### config.mk
export PLATFORM = sky130hd
export DESIGN_NAME = uart_rx_flat
export DESIGN_NICKNAME = d
export VERILOG_FILES = /design/src/rtl/uart_pkg.sv /design/src/rtl/uart_rx_if.sv /design/src/rtl/uart_baud_gen.sv /design/src/rtl/uart_rx.sv /design/src/flat_wrapper.sv
export SDC_FILE = /design/constraint.sdc
export NUM_CORES = 1
export LEC_CHECK = 0
export BUFFER_PORTS_ARGS = -buffer_cell sky130_fd_sc_hd__clkbuf_2
export CAP_MARGIN = 20
export CORE_ASPECT_RATIO = 0.5
export CORE_MARGIN = 3
export CORE_UTILIZATION = 45
export DETAILED_ROUTE_END_ITERATION = 8
export GPL_TIMING_DRIVEN = 1
export PLACE_DENSITY = 0.65
export SYNTH_ARGS = -nofsm -noshare
export SYNTH_HDL_FRONTEND = slang
export SYNTH_HIERARCHICAL = 1
export SYNTH_SLANG_ARGS = --single-unit
### constraint.sdc
create_clock -name clk -period 3.1 [get_ports clk]
set_input_delay 0.31 -clock clk [delete_from_list [all_inputs] [get_ports clk]]
set_output_delay 0.31 -clock clk [all_outputs]
set_load 0.01 [all_outputs]
### src/rtl/uart_pkg.sv
// uart_pkg: shared UART receiver state encoding and framing constants
package uart_pkg;
  localparam int OVERSAMPLE = 16;
  localparam int MID_SAMPLE = 7;
  localparam int DATA_BITS  = 8;
  typedef enum logic [2:0] {IDLE, START, DATA, PARITY, STOP, WAIT_HIGH} rx_state_t;
endpackage

### src/rtl/uart_rx_if.sv
// uart_rx_if: receive-side status bundle from the UART receiver to the status register
interface uart_rx_if;
  logic [7:0] recv_data;
  logic       recv_int;
  logic       recv_busy;
  logic       recv_error;
  modport master (output recv_data, recv_int, recv_busy, recv_error);
  modport slave  (input  recv_data, recv_int, recv_busy, recv_error);
endinterface

### src/rtl/uart_baud_gen.sv
// uart_baud_gen: oversample tick generator, one tick every div+1 clocks, held at zero by clr
module uart_baud_gen #(
  parameter int DIV_W = 16
) (
  input  logic             clk,
  input  logic             arst_n,
  input  logic             clr,
  input  logic [DIV_W-1:0] div,
  output logic             tick
);
  logic [DIV_W-1:0] cnt_q, cnt_d;
  // tick on terminal count, wrap or hold at zero while cleared
  always_comb begin
    tick  = !clr && (cnt_q == div);
    cnt_d = (clr || tick) ? '0 : cnt_q + 1'b1;
  end
  // counter register
  always_ff @(posedge clk or negedge arst_n)
    if (!arst_n) cnt_q <= '0;
    else         cnt_q <= cnt_d;
endmodule

### src/rtl/uart_rx.sv
// uart_rx: 16x oversampled UART receiver (8 data bits, optional parity via UART_RX_PARITY_EN, 1 stop bit)
module uart_rx
  import uart_pkg::*;
#(
  parameter int DIV_W = 16
) (
  input  logic             clk,
  input  logic             arst_n,
  input  logic             rx,
  input  logic [DIV_W-1:0] baud_div,
  input  logic             parity_odd,
  uart_rx_if.master        rif
);
  rx_state_t  state_q, state_d;
  logic       rx_meta_q, rx_s_q;
  logic [3:0] samp_q, samp_d;
  logic [2:0] bit_q, bit_d;
  logic [7:0] sh_q, sh_d, data_q, data_d;
  logic       int_q, int_d, err_q, err_d, busy_q, busy_d;
  logic       tick, mid;
`ifdef UART_RX_PARITY_EN
  logic       par_err_q, par_err_d;
`else
  logic       unused_parity_odd;
  assign unused_parity_odd = parity_odd;
`endif

  uart_baud_gen #(.DIV_W(DIV_W)) u_baud (
    .clk    (clk),
    .arst_n (arst_n),
    .clr    (state_q == IDLE),
    .div    (baud_div),
    .tick   (tick)
  );

  // frame FSM: start qualification at mid-bit, then one sample per 16 ticks
  always_comb begin
    state_d = state_q;
    samp_d  = tick ? samp_q + 4'd1 : samp_q;
    bit_d   = bit_q;
    sh_d    = sh_q;
    data_d  = data_q;
    int_d   = 1'b0;
    err_d   = 1'b0;
    busy_d  = state_q != IDLE;
    mid     = tick && (samp_q == 4'(OVERSAMPLE - 1));
`ifdef UART_RX_PARITY_EN
    par_err_d = par_err_q;
`endif
    case (state_q)
      IDLE: if (!rx_s_q) begin
        state_d = START;
        samp_d  = '0;
      end
      START: if (tick && samp_q == 4'(MID_SAMPLE)) begin
        state_d = rx_s_q ? IDLE : DATA;
        samp_d  = '0;
        bit_d   = '0;
      end
      DATA: if (mid) begin
        sh_d  = {rx_s_q, sh_q[7:1]};
        bit_d = bit_q + 3'd1;
`ifdef UART_RX_PARITY_EN
        if (bit_q == 3'(DATA_BITS - 1)) state_d = PARITY;
`else
        if (bit_q == 3'(DATA_BITS - 1)) state_d = STOP;
`endif
      end
`ifdef UART_RX_PARITY_EN
      PARITY: if (mid) begin
        par_err_d = rx_s_q != (^sh_q ^ parity_odd);
        state_d   = STOP;
      end
`endif
      STOP: if (mid) begin
        // a low stop bit may be a break: park in WAIT_HIGH rather than decode zeros
        state_d = rx_s_q ? IDLE : WAIT_HIGH;
`ifdef UART_RX_PARITY_EN
        err_d  = !rx_s_q || par_err_q;
`else
        err_d  = !rx_s_q;
`endif
        int_d  = !err_d;
        data_d = int_d ? sh_q : data_q;
      end
      WAIT_HIGH: if (rx_s_q) state_d = IDLE;
      default: state_d = IDLE;
    endcase
  end

  // state, synchroniser and registered status outputs
  always_ff @(posedge clk or negedge arst_n)
    if (!arst_n) begin
      state_q   <= IDLE;
      rx_meta_q <= 1'b1;
      rx_s_q    <= 1'b1;
      samp_q    <= '0;
      bit_q     <= '0;
      sh_q      <= '0;
      data_q    <= '0;
      int_q     <= 1'b0;
      err_q     <= 1'b0;
      busy_q    <= 1'b0;
`ifdef UART_RX_PARITY_EN
      par_err_q <= 1'b0;
`endif
    end else begin
      state_q   <= state_d;
      rx_meta_q <= rx;
      rx_s_q    <= rx_meta_q;
      samp_q    <= samp_d;
      bit_q     <= bit_d;
      sh_q      <= sh_d;
      data_q    <= data_d;
      int_q     <= int_d;
      err_q     <= err_d;
      busy_q    <= busy_d;
`ifdef UART_RX_PARITY_EN
      par_err_q <= par_err_d;
`endif
    end

  assign rif.recv_data  = data_q;
  assign rif.recv_int   = int_q;
  assign rif.recv_error = err_q;
  assign rif.recv_busy  = busy_q;
endmodule

### src/flat_wrapper.sv
// flat-port wrapper written by rule: the top's interface ports become plain ports
module uart_rx_flat import uart_pkg::*;
#(
  parameter int DIV_W = 16
)
  (clk, arst_n, rx, baud_div, parity_odd, rif_recv_data, rif_recv_int, rif_recv_busy, rif_recv_error);
  uart_rx_if rif_i ();
  input  logic clk;
  input  logic arst_n;
  input  logic rx;
  input  logic [DIV_W-1:0] baud_div;
  input  logic parity_odd;
  output wire logic [$bits(rif_i.recv_data)-1:0] rif_recv_data;
  output wire logic [$bits(rif_i.recv_int)-1:0] rif_recv_int;
  output wire logic [$bits(rif_i.recv_busy)-1:0] rif_recv_busy;
  output wire logic [$bits(rif_i.recv_error)-1:0] rif_recv_error;
  assign rif_recv_data = rif_i.recv_data;
  assign rif_recv_int = rif_i.recv_int;
  assign rif_recv_busy = rif_i.recv_busy;
  assign rif_recv_error = rif_i.recv_error;
  uart_rx #(.DIV_W(DIV_W)) u_core (.clk(clk), .arst_n(arst_n), .rx(rx), .baud_div(baud_div), .parity_odd(parity_odd), .rif(rif_i));
endmodule
==> results.json, run 1 <==
{
  "synth.avg_cell_area_um2": 11.9,
  "min_path_type": "in2reg",
  "cts_tree": "built",
  "design.portCount": 31,
  "slowest_stage": "dfrtp_1",
  "synth_fp_nets": 217,
  "yosysUniqueCellTypes": 40,
  "critical_path_class": "reg2reg",
  "cts_resized": 0,
  "finalWirelength_mm": 4.04,
  "synth_edf_count": 0,
  "rsz0062_at_grt": "no",
  "relSlewSlack_pct": 43.6,
  "via_per_inst": 5.19,
  "finalCriticalPeriod_ns": 2.59,
  "cts.path.max_buffers": 2,
  "cp_max_fo": 9,
  "grt_pass1_wl_mm": 6.85,
  "synth_cells": 193,
  "drv_slew": 0,
  "final_nets": 249,
  "max-vdd-ir-drop_mv": 0.241,
  "root_buffer": "clkbuf_8",
  "num_antenna_cells": 0,
  "fp.dieW_um": 107,
  "postCtsHoldBufs": 0,
  "start_kind": "flop",
  "insertion_delay_ns": 0.29,
  "drive_above_1_share_pct": 27.6,
  "max_freq_mhz": 386,
  "tns_ns": 0,
  "ys_warn_count": 6,
  "grt.busiest_layer": "met1",
  "via_count": 1510,
  "synthAdderAreaFrac_pct": 2.19,
  "gp_congestion": 0.830,
  "synthXorXnorAreaFrac_pct": 12.6,
  "htreeDepth": 2,
  "grtUsageMet1_pct": 20.9,
  "cts_buffers": 5,
  "post_cts_buffers": 0,
  "synth_top_family_by_area": "simple AND/OR/NAND/NOR gates",
  "hold_viol": 0,
  "dr.pass1.iters": 4,
  "crit_path_end_kind": "flop",
  "initial_core_util_pct": 49.4,
  "cts.sinks": 47,
  "drc_errors": 0,
  "finalClockSkew_ns": 0.00778,
  "netlist_area_um2": 2290,
  "synth_seq_area_share_pct": 51.5,
  "synth_ff_type": "dfrtp_1",
  "die-area_um2": 6030,
  "grt_remaining_overflow": 0,
  "crit_family": "simple AND/OR/NAND/NOR gates",
  "synth_compound_area_share_pct": 4.05,
  "setup_viol": 0,
  "grt_max_degree": 35,
  "antenna_found_initial": 0,
  "drt_iter0_drc": 51,
  "power_leakage_nw": 1.28,
  "cellPowerDensity_nw_per_um2": 451,
  "use_met2_pct": 20.8,
  "clk_pin_slew_ns": 0.08,
  "ys_ff_latch": 47,
  "grt_use_total_pct": 14.3,
  "muxShareOfSynthArea_pct": 10.8,
  "period_share_pct": 83.6,
  "cpPeakStageDelay_ns": 0.45,
  "yosys.area_share.simple_pct": 15.2,
  "grt_pass1_vias": 1479,
  "worst_pin_slew_ns": 0.846,
  "whs_ns": 0.0943,
  "die_h_um": 56.4,
  "crit_chain": "xor2_1 > nor4_1 > nand4_1 > nor2_1 > and4_1 > and4_4 > mux2_4",
  "core_um2": 4640,
  "crit_required_ns": 3.27,
  "rows": 17,
  "worstPathArrival_ns": 2.77,
  "drtAntennaViolNets": 0,
  "async_reset_ff_share_pct": 100,
  "io_buffers": 29,
  "globalRouteMet3Util_pct": 3.79,
  "wire_per_inst_um": 13.9,
  "status": "finished clean",
  "hpwl_mm": 2.90,
  "area_delta_synth_final_pct": 11.8,
  "critPathBufInv": 0,
  "drv_cap": 0
}
[metal layers]
metal / wire length, um / vias to the layer above / share of wire, %
met5: 0 / - / 0
met4: 44 / 0 / 1.1
met3: 166 / 5 / 4.1
met2: 1750 / 33 / 43
met1: 2090 / 738 / 52
li1: - / 734 / -
[cells by family (layout without fill, tap and decap cells)]
group | after synthesis | count (layout)
flops | 47 | 47
buf+inv | 12 | 44
xor+xnor | 33 | 33
compound gates | 12 | 12
fa+ha+maj | 4 | 4
mux | 19 | 19
simple gates | 66 | 66
[sequential cells by signal, summed over array words and instances (netlist names)]
name                   count
u_core/sh_q                8
u_core/rif.recv_data       8
u_core/u_baud/cnt_q       16
u_core/state_q             3
u_core/rx_s_q              1
u_core/rif.recv_int        1
u_core/rx_meta_q           1
u_core/rif.recv_busy       1
u_core/bit_q               3
u_core/samp_q              4
u_core/rif.recv_error      1
[layout make-up]
type	instances	area, um2
fill	430	2080
sequential	47	1180
multi-input combinational	134	1030
timing repair buffer	31	160
clock buffer	6	82.6
tap	66	82.6
inverter	6	22.5
clock inverter	1	5.00
[cells in the final DEF, fill, tap and decap left out, types with 2 or more instances in the layout]
cell      count
dfstp_2       2
xnor2_1      14
clkbuf_8      6
xor2_1       19
ha_1          4
nand2_1       5
dfrtp_1      45
mux2_2        9
nand4_1       6
nand3_1       7
nor2_1       24
o21ai_0       2
nor4_1        8
inv_1         6
nor3_1        5
a22o_1        2
clkbuf_2     29
buf_4         2
mux2_4        9
[synth_stat cells (2+ instances only)]
master	instances	area, um2
nor3_1	5	25.0
xor2_1	19	166
buf_6	3	33.8
nand4_1	6	37.5
nand3_1	7	35.0
nor2_1	24	90.1
xnor2_1	14	123
nand2_1	5	18.8
a22o_1	2	17.5
ha_1	4	50.1
mux2_2	9	101
dfstp_2	2	52.6
dfrtp_1	45	1130
nor4_1	8	50.1
inv_1	6	22.5
mux2_4	9	135
o21ai_0	2	10.0
[power breakdown]
part	switching (mW)	leakage, nW	internal [mW]
logic	0.0636	0.598	0.0456
registers	0.0401	0.631	0.638
clock network	0.190	0.0470	0.175
total	0.294	1.28	0.859
[per-stage QoR]
step / utilization [%] / power [mW] / std cells / worst slack, ns / instance area (um2)
6_report: 55.2 / 1.15 / 291 / 0.508 / 2560
5_1_grt: 55.2 / 1.22 / 291 / 0.388 / 2560
4_1_cts: 55.2 / 1.17 / 291 / 0.518 / 2560
3_5_place_dp: 53.3 / 0.800 / 284 / 0.558 / 2470
3_3_place_gp: 53.3 / 0.797 / 284 / 0.556 / 2470
2_1_floorplan: - / 0.755 / 193 / 0.754 / 2290
[worst paths after layout]
kind	end	slack (ns)	cells past startpoint	startpoint
setup / recovery	u_core/rif.recv_data[5]	0.51	7	u_core/u_baud/cnt_q[5]
hold / removal	u_core/rx_meta_q	0.09	1	rx
setup reg to reg	u_core/rif.recv_data[5]	0.51	7	u_core/u_baud/cnt_q[5]
hold reg to reg	u_core/rx_s_q	0.36	0	u_core/rx_meta_q
max in group asynchronous	u_core/u_baud/cnt_q[8]	2.28	2	arst_n
min in group asynchronous	u_core/bit_q[0]	0.11	1	arst_n
(Power assumes the default switching activity.)
==> run 2: changes to the inputs <==
ABC_AREA = 1   (was default)
PLACE_DENSITY = 0.64   (was 0.65)
clock period = 2.6 ns   (was 3.1 ns; I/O delays follow)
==> run 2 against run 1 <==
Final area rose by 17%; global-route usage rose by 1.4 points; fmax rose by 22%; sequential share of layout area fell by 6.7 points; non-clock buffer count did not move; worst setup slack got worse by 0.029 ns; the flow now finishes with violations (hold timing); final cell count rose by 48%; combinational power rose by 45%; utilization rose by 1.8 points; highest routed layer unchanged; sequential power rose by 18%.
==> results.json, run 2 <==
{
  "status": "complete, but fails checks",
  "violations": "hold timing",
  "drv_cap": 0,
  "synth_top_family_by_area": "simple AND/OR/NAND/NOR gates",
  "netlist_area_um2": 2610,
  "design.portCount": 31,
  "yosysUniqueCellTypes": 27,
  "power_leakage_nw": 1.58,
  "async_reset_ff_share_pct": 100,
  "drt_iter0_drc": 71,
  "via_per_inst": 4.64,
  "yosys.area.top_type_share_pct": 43.2,
  "insertion_delay_ns": 0.28,
  "synth_fp_nets": 350,
  "wire_per_inst_um": 10.7,
  "tns_ns": 0,
  "area_delta_synth_final_pct": 14.6,
  "cts.path.max_buffers": 2,
  "cellPowerDensity_nw_per_um2": 567,
  "crit_path_end_kind": "flop",
  "critical_path_class": "reg2reg",
  "cts.sinks": 47,
  "grt_pass1_vias": 1944,
  "worst_pin_slew_ns": 0.643,
  "synth_cells": 326,
  "start_kind": "flop",
  "cts_buffers": 5,
  "mostFrequentLayoutCell": "nand2_1",
  "relSlewSlack_pct": 57.2,
  "htreeDepth": 2,
  "cpPeakStageDelay_ns": 0.45,
  "drc_errors": 0,
  "initial_core_util_pct": 49.7,
  "gp_congestion": 0.888,
  "synthAdderAreaFrac_pct": 1.92,
  "largest_register_ffs": 16,
  "yosys.area_share.simple_pct": 32.7,
  "ff2ff_setup_slack_ns": 0.48,
  "hpwl_mm": 3.54,
  "synth.avg_cell_area_um2": 8.00,
  "worstPathArrival_ns": 2.28,
  "max-vdd-ir-drop_mv": 0.275,
  "yosysTopAreaCell": "dfrtp_1",
  "slowest_stage": "dfrtp_1",
  "root_buffer": "clkbuf_16",
  "whs_ns": -0.00603,
  "regToRegStartpoint": "u_core/u_baud/cnt_q[9]",
  "synthXorXnorAreaFrac_pct": 4.70,
  "cts_tree": "built",
  "synth_ff_type": "dfrtp_1",
  "cp_max_fo": 17,
  "grt_pass1_wl_mm": 8.45,
  "drive_above_1_share_pct": 24.1,
  "io_buffers": 29,
  "synthTopCellsByCount": "nand2_1, dfrtp_1, inv_1",
  "crit_chain": "nand2_1 > nand2_1 > nor2_1 > nand2_1 > nor2_2 > nand2_2 > nor2_1 > buf_4 > nand3_4 > nor2_8 > nand2_2 > nand2_1 > o21ai_2",
  "period_share_pct": 81.6,
  "finalClockSkew_ns": 0.00400,
  "mostFrequentLayoutCells": "nand2_1, inv_1, dfrtp_1",
  "synth_edf_count": 0,
  "post-synth-top-count-cell": "nand2_1",
  "cts_resized": 0,
  "finalCriticalPeriod_ns": 2.12,
  "via_count": 1998,
  "clk_pin_slew_ns": 0.06,
  "grt_max_degree": 25,
  "synth_compound_area_share_pct": 6.28,
  "num_antenna_cells": 0,
  "synth_area_leaders": "dfrtp_1, nand2_1, inv_1",
  "p_total_mw": 1.69,
  "grt_remaining_overflow": 0,
  "multiInputGateArea_um2": 1190,
  "die-area_um2": 6800,
  "final_nets": 384,
  "dr.pass1.iters": 4,
  "rr_endpoint": "u_core/sh_q[2]",
  "die_h_um": 59.8,
  "path_common_cell": "nand2_1",
  "reg2regPathDepth": 13,
  "synth_seq_area_share_pct": 45.2,
  "n_fill_cell": 475,
  "core_um2": 5250,
  "post_cts_buffers": 0,
  "drtAntennaViolNets": 0,
  "drv_slew": 0,
  "ys_warn_count": 6,
  "finalWirelength_mm": 4.63,
  "ys_ff_latch": 47,
  "crit_required_ns": 2.76,
  "hold_viol": 10,
  "max_freq_mhz": 472,
  "rsz0062_at_grt": "no",
  "muxShareOfSynthArea_pct": 0,
  "setup_viol": 0,
  "min_path_type": "in2async",
  "rows": 18,
  "fp.dieW_um": 114,
  "grt_use_total_pct": 15.7,
  "regArea_um2": 1180,
  "antenna_found_initial": 0,
  "postCtsHoldBufs": 0,
  "largest_register": "u_core/u_baud/cnt_q"
}
run 2: power breakdown:
| group | switching, mW | internal, mW | total (mW) |
|---|---|---|---|
| registers | 0.0369 | 0.762 | 0.799 |
| logic | 0.0950 | 0.0633 | 0.158 |
| clock network | 0.258 | 0.478 | 0.736 |
run 2: per-layer routing:
metal / global-route usage [%] / part of all wire [%]
met2: 26.7 / 49
met5: 0 / 0
met4: 4.11 / 0.35
met3: 4.75 / 4.5
met1: 19.8 / 46
run 2: metrics by stage:
stage / instances / util (%) / setup WS, ns / instance area [um2]
6_report: 431 / 57.0 / 0.480 / 2990
5_1_grt: 431 / 57.0 / 0.170 / 2990
4_1_cts: 431 / 57.0 / 0.435 / 2990
3_5_place_dp: 423 / 53.6 / 0.456 / 2820
3_3_place_gp: 423 / 53.6 / 0.518 / 2820
2_1_floorplan: 326 / - / 0.795 / 2610
run 2: cell families after synthesis:
logic type,after synthesis
adder cells (fa/ha/maj),4
buffers and inverters,54
AO/OA/AOI/OAI,20
XOR/XNOR,14
AND/OR/NAND/NOR,187
flip-flops,47
run 2: cell type report:
type | instances | area share [%]
well taps | 70 | 2.93
clock inverters | 2 | 1.17
clock buffers | 6 | 4.65
repair buffers | 31 | 5.78
flip-flops and latches | 47 | 39.4
multi-input cells | 225 | 39.8
inverters | 50 | 6.28
run 2: how the worst max path moves through the flow:
stage	start	to	slack [ns]	cells past startpoint
detailed placement	u_core/u_baud/cnt_q[9]	u_core/sh_q[2]	0.46	13
floorplan	u_core/u_baud/cnt_q[9]	u_core/rif.recv_data[6]	0.80	14
global placement	u_core/u_baud/cnt_q[9]	u_core/sh_q[1]	0.52	13
CTS	u_core/u_baud/cnt_q[9]	u_core/sh_q[1]	0.43	13
finish	u_core/u_baud/cnt_q[9]	u_core/sh_q[2]	0.48	13
global route	u_core/u_baud/cnt_q[8]	u_core/bit_q[0]	0.17	14
run 2: critical path, delay by kind of cell, from the launching register on:
kind / cells / cell delay [ns]
flip-flops: 1 / 0.45
AO/OA/AOI/OAI: 1 / 0.06
buffers and inverters: 1 / 0.17
AND/OR/NAND/NOR: 11 / 1.31
